[config.mk]
export PLATFORM = sky130hd
export DESIGN_NAME = nes_controller_emulator
export DESIGN_NICKNAME = d
export VERILOG_FILES = /design/src/rtl/nes_pkg.sv /design/src/rtl/nes_sync_edge.sv /design/src/rtl/nes_controller_emulator.sv
export SDC_FILE = /design/constraint.sdc
export NUM_CORES = 1
export LEC_CHECK = 0
export ABC_CLOCK_PERIOD_IN_PS = 5500
export CAP_MARGIN = 20
export CORE_UTILIZATION = 24
export CTS_BUF_LIST = sky130_fd_sc_hd__clkbuf_8
export DETAILED_ROUTE_END_ITERATION = 8
export PLACE_DENSITY = 0.48
export REMOVE_ABC_BUFFERS = 1
export SLEW_MARGIN = 20
export SYNTH_ARGS = -nofsm -noshare
export SYNTH_HDL_FRONTEND = slang
export SYNTH_SLANG_ARGS = --single-unit
[constraint.sdc]
create_clock -name clk -period 5.5 [get_ports clk]
set_input_delay 0.825 -clock clk [delete_from_list [all_inputs] [get_ports clk]]
set_output_delay 0.825 -clock clk [all_outputs]
set_load 0.02 [all_outputs]
[src/rtl/nes_pkg.sv]
// Shared definitions for the NES controller emulator and the NES receiver:
// button indices, FSM state encoding and frame width.
package nes_pkg;

  localparam int NES_BITS   = 8;

  localparam int BTN_A      = 0;
  localparam int BTN_B      = 1;
  localparam int BTN_SELECT = 2;
  localparam int BTN_START  = 3;
  localparam int BTN_UP     = 4;
  localparam int BTN_DOWN   = 5;
  localparam int BTN_LEFT   = 6;
  localparam int BTN_RIGHT  = 7;

  typedef enum logic [1:0] {
    IDLE    = 2'd0,
    LOADING = 2'd1,
    SHIFT   = 2'd2
  } nes_state_e;

  // Bit counter that sticks at NES_BITS once the whole frame has gone out.
  function automatic logic [3:0] sat_inc(input logic [3:0] v);
    return (v >= 4'(NES_BITS)) ? v : v + 4'd1;
  endfunction

endpackage

[src/rtl/nes_sync_edge.sv]
// Two-flop synchroniser for an asynchronous pin plus an edge-detect flop
// producing one-cycle rise/fall pulses in the clk domain.
module nes_sync_edge (
  input  logic clk,
  input  logic rst_n,
  input  logic async_i,
  output logic level_o,
  output logic rise_o,
  output logic fall_o
);

  logic meta_q, sync_q, prev_q;

  always_ff @(posedge clk) begin
    if (!rst_n) begin
      meta_q <= 1'b0;
      sync_q <= 1'b0;
      prev_q <= 1'b0;
    end else begin
      meta_q <= async_i;
      sync_q <= meta_q;
      prev_q <= sync_q;
    end
  end

  assign level_o = sync_q;
  assign rise_o  = sync_q & ~prev_q;
  assign fall_o  = ~sync_q & prev_q;

endmodule

[src/rtl/nes_controller_emulator.sv]
// Responder side of the NES pad protocol (4021 emulation): latch buttons,
// shift them out on nes_clk. Optional autofire on A/B under NES_TURBO_EN.
module nes_controller_emulator
  import nes_pkg::*;
#(
  parameter int TIMEOUT_CYCLES = 4096,
  parameter int TURBO_DIV      = 2
) (
  input  logic       clk,
  input  logic       rst_n,
  input  logic [7:0] buttons,
`ifdef NES_TURBO_EN
  input  logic [1:0] turbo_mask,
`endif
  input  logic       nes_latch,
  input  logic       nes_clk,
  output logic       nes_data,
  output logic       frame_strobe,
  output logic [3:0] bit_count,
  output logic       busy
);

  localparam int TMO_W = $clog2(TIMEOUT_CYCLES);
  localparam logic [TMO_W-1:0] TMO_MAX = TMO_W'(TIMEOUT_CYCLES - 1);

  logic latch_lvl, latch_rise, latch_fall;
  logic clk_lvl, clk_rise, clk_fall;

  nes_sync_edge u_sync_latch (
    .clk(clk), .rst_n(rst_n), .async_i(nes_latch),
    .level_o(latch_lvl), .rise_o(latch_rise), .fall_o(latch_fall)
  );

  nes_sync_edge u_sync_clk (
    .clk(clk), .rst_n(rst_n), .async_i(nes_clk),
    .level_o(clk_lvl), .rise_o(clk_rise), .fall_o(clk_fall)
  );

  nes_state_e state_q, state_d;
  logic [7:0] shift_q, shift_d;
  logic [3:0] cnt_q, cnt_d;
  logic [TMO_W-1:0] tmo_q, tmo_d;
  logic strobe_q, strobe_d;
  logic [7:0] load_val;

`ifdef NES_TURBO_EN
  logic [7:0] frame_cnt_q;

  always_comb begin
    load_val = buttons;
    for (int k = 0; k < 2; k++)
      load_val[k] = buttons[k] & (~turbo_mask[k] | frame_cnt_q[TURBO_DIV]);
  end

  always_ff @(posedge clk) begin
    if (!rst_n)        frame_cnt_q <= 8'd0;
    else if (strobe_d) frame_cnt_q <= frame_cnt_q + 8'd1;
  end
`else
  assign load_val = buttons;
`endif

  always_comb begin
    state_d  = state_q;
    shift_d  = shift_q;
    cnt_d    = cnt_q;
    tmo_d    = tmo_q;
    strobe_d = 1'b0;
    unique case (state_q)
      IDLE: begin
        tmo_d = '0;
        if (latch_lvl) state_d = LOADING;
      end
      LOADING: begin
        // Keep sampling until the synced latch falls; that cycle's sample is final.
        shift_d = load_val;
        cnt_d   = 4'd0;
        tmo_d   = '0;
        if (latch_fall) begin
          state_d  = SHIFT;
          strobe_d = 1'b1;
        end
      end
      SHIFT: begin
        if (latch_rise) begin
          state_d = LOADING;
        end else if (clk_rise) begin
          shift_d = {1'b1, shift_q[7:1]};
          cnt_d   = sat_inc(cnt_q);
          tmo_d   = '0;
        end else if (tmo_q == TMO_MAX) begin
          state_d = IDLE;
        end else begin
          tmo_d = tmo_q + 1'b1;
        end
      end
      default: state_d = IDLE;
    endcase
  end

  always_ff @(posedge clk) begin
    if (!rst_n) begin
      state_q  <= IDLE;
      shift_q  <= 8'h00;
      cnt_q    <= 4'd0;
      tmo_q    <= '0;
      strobe_q <= 1'b0;
    end else begin
      state_q  <= state_d;
      shift_q  <= shift_d;
      cnt_q    <= cnt_d;
      tmo_q    <= tmo_d;
      strobe_q <= strobe_d;
    end
  end

  assign nes_data     = (state_q == IDLE) ? 1'b1 : ~shift_q[0];
  assign frame_strobe = strobe_q;
  assign bit_count    = cnt_q;
  assign busy         = (state_q != IDLE);

endmodule

---- Yosys cells after proc, flatten, opt, wreduce, memory -nomap -nowiden ----
Index checks and enable logic that the tools add are counted.
word-level totals
  flip-flop bits (word level) ............. 33
  bits in latches ......................... 0
  RAM bits ................................ 0
  memory bits (read-only) ................. 0
  input port bits ......................... 12
  output and inout bits ................... 7
  word-level logic and storage cells ...... 61
  memories kept ........................... 0
operators by class
  add/sub/neg operators ................... 2
  $mul .................................... 0
  divide/modulo/power cells ............... 0
  $lt $le $gt $ge ......................... 1
  equality and inequality tests ........... 11
  shift-type cells ........................ 0
  multiplexer cells ....................... 19
  bitwise operators ....................... 7
  reductions and logical operators ........ 10
operator list
  kind                                                                   count
  12-bit 2-to-1 mux                                                      3
  12-bit one-hot mux with 2 select lines                                 1
  8-bit 2-to-1 mux                                                       2
  8-bit one-hot mux with 2 select lines                                  1
  12-bit by 1-bit adder with 12-bit output, second input constant        1
  12-bit equality test, second input constant                            1
  4-bit 2-to-1 mux                                                       3
  2-bit 2-to-1 mux                                                       5
  3-bit != test, second input constant                                   3
  2-bit != test, second input constant                                   4
  4-bit one-hot mux with 2 select lines                                  1
  4-bit AND reduction                                                    2
  2-bit one-hot mux with 3 select lines                                  1
  3-bit AND reduction                                                    2
  2-bit nonzero test                                                     3
  4-bit by 1-bit adder with 4-bit output, second input constant          1
  4-bit greater-or-equal comparator, second input constant               1
  1-bit inverter                                                         4
  1-bit AND                                                              3
  2-bit by 1-bit equality test with 1-bit output, second input constant  1
  2-bit equality test, second input constant                             1
  2-bit zero test                                                        1
  1-bit 2-to-1 mux                                                       2
  2-bit by 1-bit != test with 1-bit output, second input constant        1
  other kinds (2)                                                        2

---- Longest topological paths before layout ----
  depth in word-level cells ............... 5
  depth in mapped cells ................... 8
  gate-level depth less buffers ........... 6

---- Hierarchy ----
Synthesis repeated with hierarchy kept, for this count alone.
unflattened totals
  cell total of the unflattened synthesis .. 175
  area, all modules ....................... 1606.5 um2
by module, submodules not included
  module                   instances  cells an instance  area an instance (um2)  seq. area each (um2)
  nes_controller_emulator  1          159                1423.9                  540.5
  nes_sync_edge            2          8                  91.3                    60.1

---- Worst setup path after synthesis ----
No wires, ideal clock.
  path type ............................... reg2reg
  start point ............................. reg tmo_q[0]
  end point ............................... reg tmo_q[7]
  library setup time ...................... 119 ps
  arrival time ............................ 1723 ps
  required time ........................... 5381 ps
  slack ................................... 3659 ps
  cell stages (with the launch flop) ...... 8
  buffers on the path ..................... 1
  clock period less this slack ............ 1841 ps
  path through ............................ dfxtp_1 ha_1 nand3_1 or2_1 buf_6 o311ai_4 nor3_2 o221a_1
on the way
  word-level cells in the longest chain between the ends .. 5
  elaborated cells on any way between the ends .. 8
  classes of those cells .................. add/sub (1); eq/ne (2); mux (4); reduce/logical (1)
RTL lines
  element                                   RTL line                        RTL
  start, declared                           nes_controller_emulator.sv:42   logic [TMO_W-1:0] tmo_q, tmo_d;
  start signal, assigned                    nes_controller_emulator.sv:112  tmo_q <= tmo_d;
  12-bit by 1-bit adder with 12-bit output  nes_controller_emulator.sv:94   tmo_d = tmo_q + 1'b1;
  12-bit 2-to-1 mux                         nes_controller_emulator.sv:91   end else if (tmo_q == TMO_MAX) begin
  12-bit 2-to-1 mux                         nes_controller_emulator.sv:87   end else if (clk_rise) begin
  12-bit 2-to-1 mux                         nes_controller_emulator.sv:85   if (latch_rise) begin
  12-bit one-hot mux with 2 select lines    nes_controller_emulator.sv:69   unique case (state_q)
Parallel ways exist; a longest one is shown, timed or not. The select of a mux whose other input is x is not followed.
A chain may end at the register's enable or synchronous reset.

---- Worst setup path after layout ----
  start point ............................. reg state_q[0]
  end point ............................... out nes_data
on the way
  word-level cells in the longest chain between the ends .. 2
RTL lines
  element                 RTL line                        RTL
  start, declared         nes_controller_emulator.sv:39   nes_state_e state_q, state_d;
  start signal, assigned  nes_controller_emulator.sv:109  state_q <= state_d;
  2-bit zero test         nes_controller_emulator.sv:117  assign nes_data = (state_q == IDLE) ? 1'b1 : ~shift_q[0];
  1-bit 2-to-1 mux        nes_controller_emulator.sv:117
  end, declared           nes_controller_emulator.sv:17   output logic nes_data,
Every way passes these cells.

==> results.py <==
metrics = {
    "sta": {
        "rsz0062_at_grt": "false",
        "hold_viol_final": 0,
        "fin_worst_skew_ns": 0.00738,
        "drv_slew": 0,
        "slew_headroom": 0.592,
        "setup-violations-final": 0,
        "period_needed_ns": 2.44,
        "tightest_slew_ns": 0.612,
        "max_freq_ghz": 0.410,
        "whs_ns": 0.427,
        "finalSetupTns_ns": 0,
        "finalCritPeriodShare": 0.443,
    },
    "clock_tree": {
        "root_buffer": "clkbuf_8",
        "tritoncts": "built",
        "cts_sinks": 33,
        "cts.path.max_buffers": 2,
        "cts_made_buffers": 5,
        "cts_max_level": 2,
        "cts_setup_buffers": 0,
        "clkLatencyLatePin_ns": 0.29,
        "postCtsHoldBufs": 0,
        "path_clk_slew_ns": 0.08,
        "postCtsResizedCells": 0,
    },
    "synth": {
        "synth_top_family_by_area": "simple AND/OR/NAND/NOR gates",
        "ys_top_cells_by_area": "dfxtp_1, mux2i_1, nand2_1",
        "async_flop_share": 0,
        "synth_warnings": 0,
        "yosys.area.top_type": "dfxtp_1",
        "synth-main-ff-cell": "dfxtp_1",
        "synthAdderAreaFrac": 0.0236,
        "synthXorXnorAreaFrac": 0.00551,
        "synth-simple-area-share": 0.262,
        "synth_cell_types": 43,
        "synth_compound_area_frac": 0.197,
        "synthMuxAreaShare": 0.0566,
        "synth_top_cell_area_share": 0.415,
        "avgSynthCellArea_um2": 9.04,
        "synth_enable_flop_cells": 0,
        "ys_seq_elements": 33,
        "synth_area_um2": 1590,
        "syn_inst": 176,
        "seq_area_frac_synth": 0.415,
    },
    "global_routing": {
        "track_usage": 0.0973,
        "grt_max_degree": 37,
        "overflow": 0,
        "antenna_found_initial": 0,
        "grt_pass1_vias": 1145,
        "grt_pass1_wl_mm": 5.36,
    },
    "drt": {
        "dr.pass1.iters": 4,
        "drc": 0,
        "wl_per_cell_um": 11.8,
        "vias_per_cell": 4.66,
        "drtIter0Drc": 83,
        "ant_nets": 0,
        "vias": 1262,
        "drt-total-wl_mm": 3.20,
    },
    "power": {
        "p_clk_frac": 0.462,
        "switching_share": 0.217,
        "combPwrFrac": 0.063,
        "power_leakage_uw": 0.000761,
        "p_int_uw": 411,
        "power_density_nw_per_um2": 270,
        "pwr-share-seq": 0.475,
        "peakVddDrop_v": 0.0000955,
        "switching_power_uw": 114,
    },
    "min_path": {
        "whs_endpoint": "u_sync_clk.level_o",
        "holdPathStages": 1,
        "hold_start": "u_sync_clk.meta_q",
        "hp-class": "register to register",
    },
    "floorplan": {
        "die_area_um2": 6960,
        "rows": 29,
        "die_y_um": 83.4,
        "initial_core_util": 0.249,
        "ios": 19,
        "core_um2": 6390,
        "die_w_um": 83.4,
    },
    "setup_path": {
        "cpPeakStageDelay_ns": 0.59,
        "worstPathRequired_ns": 4.68,
        "path_cells": "or2_2 -> nand2_1 -> clkdlybuf4s50_1",
        "path_buf_inv": 1,
        "critPathMaxFanout": 6,
        "critical_path_class": "register to primary output",
        "critPathTopFamily": "buffers and inverters",
        "start_kind": "register",
        "reg2reg_depth": 5,
        "reg2reg_slack_ns": 3.37,
        "slowest_stage": "clkdlybuf4s50_1",
        "endpoint_kind": "primary output",
        "r2r-start": "state_q[0]",
        "worstReg2RegEnd": "tmo_q[10]",
        "arrival_ns": 1.61,
    },
    "placement": {
        "port_buffers": 18,
        "hpwl_mm": 2.11,
        "place_congestion": 0.792,
    },
    "layout": {
        "num_antenna_cells": 0,
        "final_nets": 208,
        "drive_gt1_frac": 0.0928,
        "area_delta_synth_final_pct": 22.4,
    },
    "run": {
        "maxCapViolCount": 0,
    },
    "outcome": {
        "status": "completed",
    },
}
worst reg2reg max path: stages, from the launching register on:
cell	delay [ns]
dfxtp_1	0.35
nand2b_1	0.43
and2b_1	0.47
o311ai_4	0.23
or4_1	0.45
a21boi_1	0.14
layer usage:
metal | global-route usage | wire, µm | vias up
li1 | - | - | 660
met1 | 0.123 | 1620 | 576
met2 | 0.143 | 1400 | 19
met3 | 0.0328 | 107 | 7
met4 | 0.0564 | 77 | 0
met5 | 0 | 0 | -
power groups by stage:
stage / clock [µW] / sequential (µW) / combinational (µW)
after floorplan: 0 / 255 / 17.2
after global placement: 0 / 255 / 33.7
after detailed placement: 0 / 255 / 33.7
after CTS: 250 / 250 / 33.8
after global routing: 264 / 251 / 36.8
final: 243 / 250 / 33.1
logic make-up after synthesis:
kind of cell / count (synthesis)
buffers and inverters: 13
flip-flops: 33
multiplexers: 9
AND/OR/NAND/NOR: 79
adder cells (fa/ha/maj): 3
AO/OA/AOI/OAI: 38
XOR/XNOR: 1
state kept, by name (all words and copies together), names as in the netlist:
name / cells
bit_count: 4
frame_strobe: 1
shift_q: 8
state_q: 2
tmo_q: 12
u_sync_clk.level_o: 1
u_sync_clk.meta_q: 1
u_sync_clk.prev_q: 1
u_sync_latch.level_o: 1
u_sync_latch.meta_q: 1
u_sync_latch.prev_q: 1
Yosys cell counts, types with 2 or more instances:
| cell | n |
|---|---|
| clkbuf_1 | 5 |
| or2_2 | 3 |
| nand2b_1 | 4 |
| a21boi_1 | 4 |
| buf_2 | 2 |
| nor3_1 | 3 |
| ha_1 | 3 |
| dfxtp_1 | 33 |
| o22ai_1 | 3 |
| inv_1 | 4 |
| o21ai_0 | 9 |
| nor2_1 | 11 |
| o211a_1 | 7 |
| and3_1 | 2 |
| nand3_1 | 7 |
| mux2i_1 | 9 |
| a21oi_1 | 4 |
| o221a_1 | 4 |
| nand2_1 | 23 |
| nand4_1 | 3 |
| and2_1 | 11 |
worst max-delay path by stage:
| stage | from | end | slack [ns] | cells after the start |
|---|---|---|---|---|
| floorplan | state_q[0] | tmo_q[6] | 3.65 | 5 |
| global placement | rst_n | tmo_q[11] | 3.22 | 4 |
| detailed placement | rst_n | tmo_q[11] | 3.20 | 4 |
| CTS | state_q[0] | nes_data | 3.04 | 3 |
| global route | state_q[0] | nes_data | 3.01 | 3 |
| finish | state_q[0] | nes_data | 3.06 | 3 |
per-stage QoR:
stage	instances	instance area [µm²]	setup WS [ns]	total power, µW	utilization
floorplan	167	1540	3.65	272	-
global placement	263	1830	3.22	289	0.286
detailed placement	263	1830	3.20	289	0.286
CTS	271	1950	3.04	534	0.305
global route	271	1950	3.01	552	0.305
finish	271	1950	3.06	525	0.305
cells in the final DEF (no fill, tap or decap), types with 2 or more instances in the layout:
cell and count:
o211a_1 7, o22ai_1 3, nand4_1 3, and2_1 11
or2_2 3, clkbuf_8 6, clkdlybuf4s50_1 18, nor2_1 11
nor3_1 3, and3_1 2, inv_1 4, mux2i_1 9
nand3_1 7, ha_1 3, a21boi_1 4, dfxtp_1 33
nand2_1 23, o221a_1 4, o21ai_0 9, nand2b_1 4
a21oi_1 4
cell type report:
cell class	instances	area, µm²
fill	671	4440
multi-input combinational	130	867
sequential	33	661
timing repair buffer	19	188
tap	77	96.3
clock buffer	6	82.6
clock inverter	2	37.5
inverter	4	15.0
Note: power is estimated with default switching activity, not from simulation.
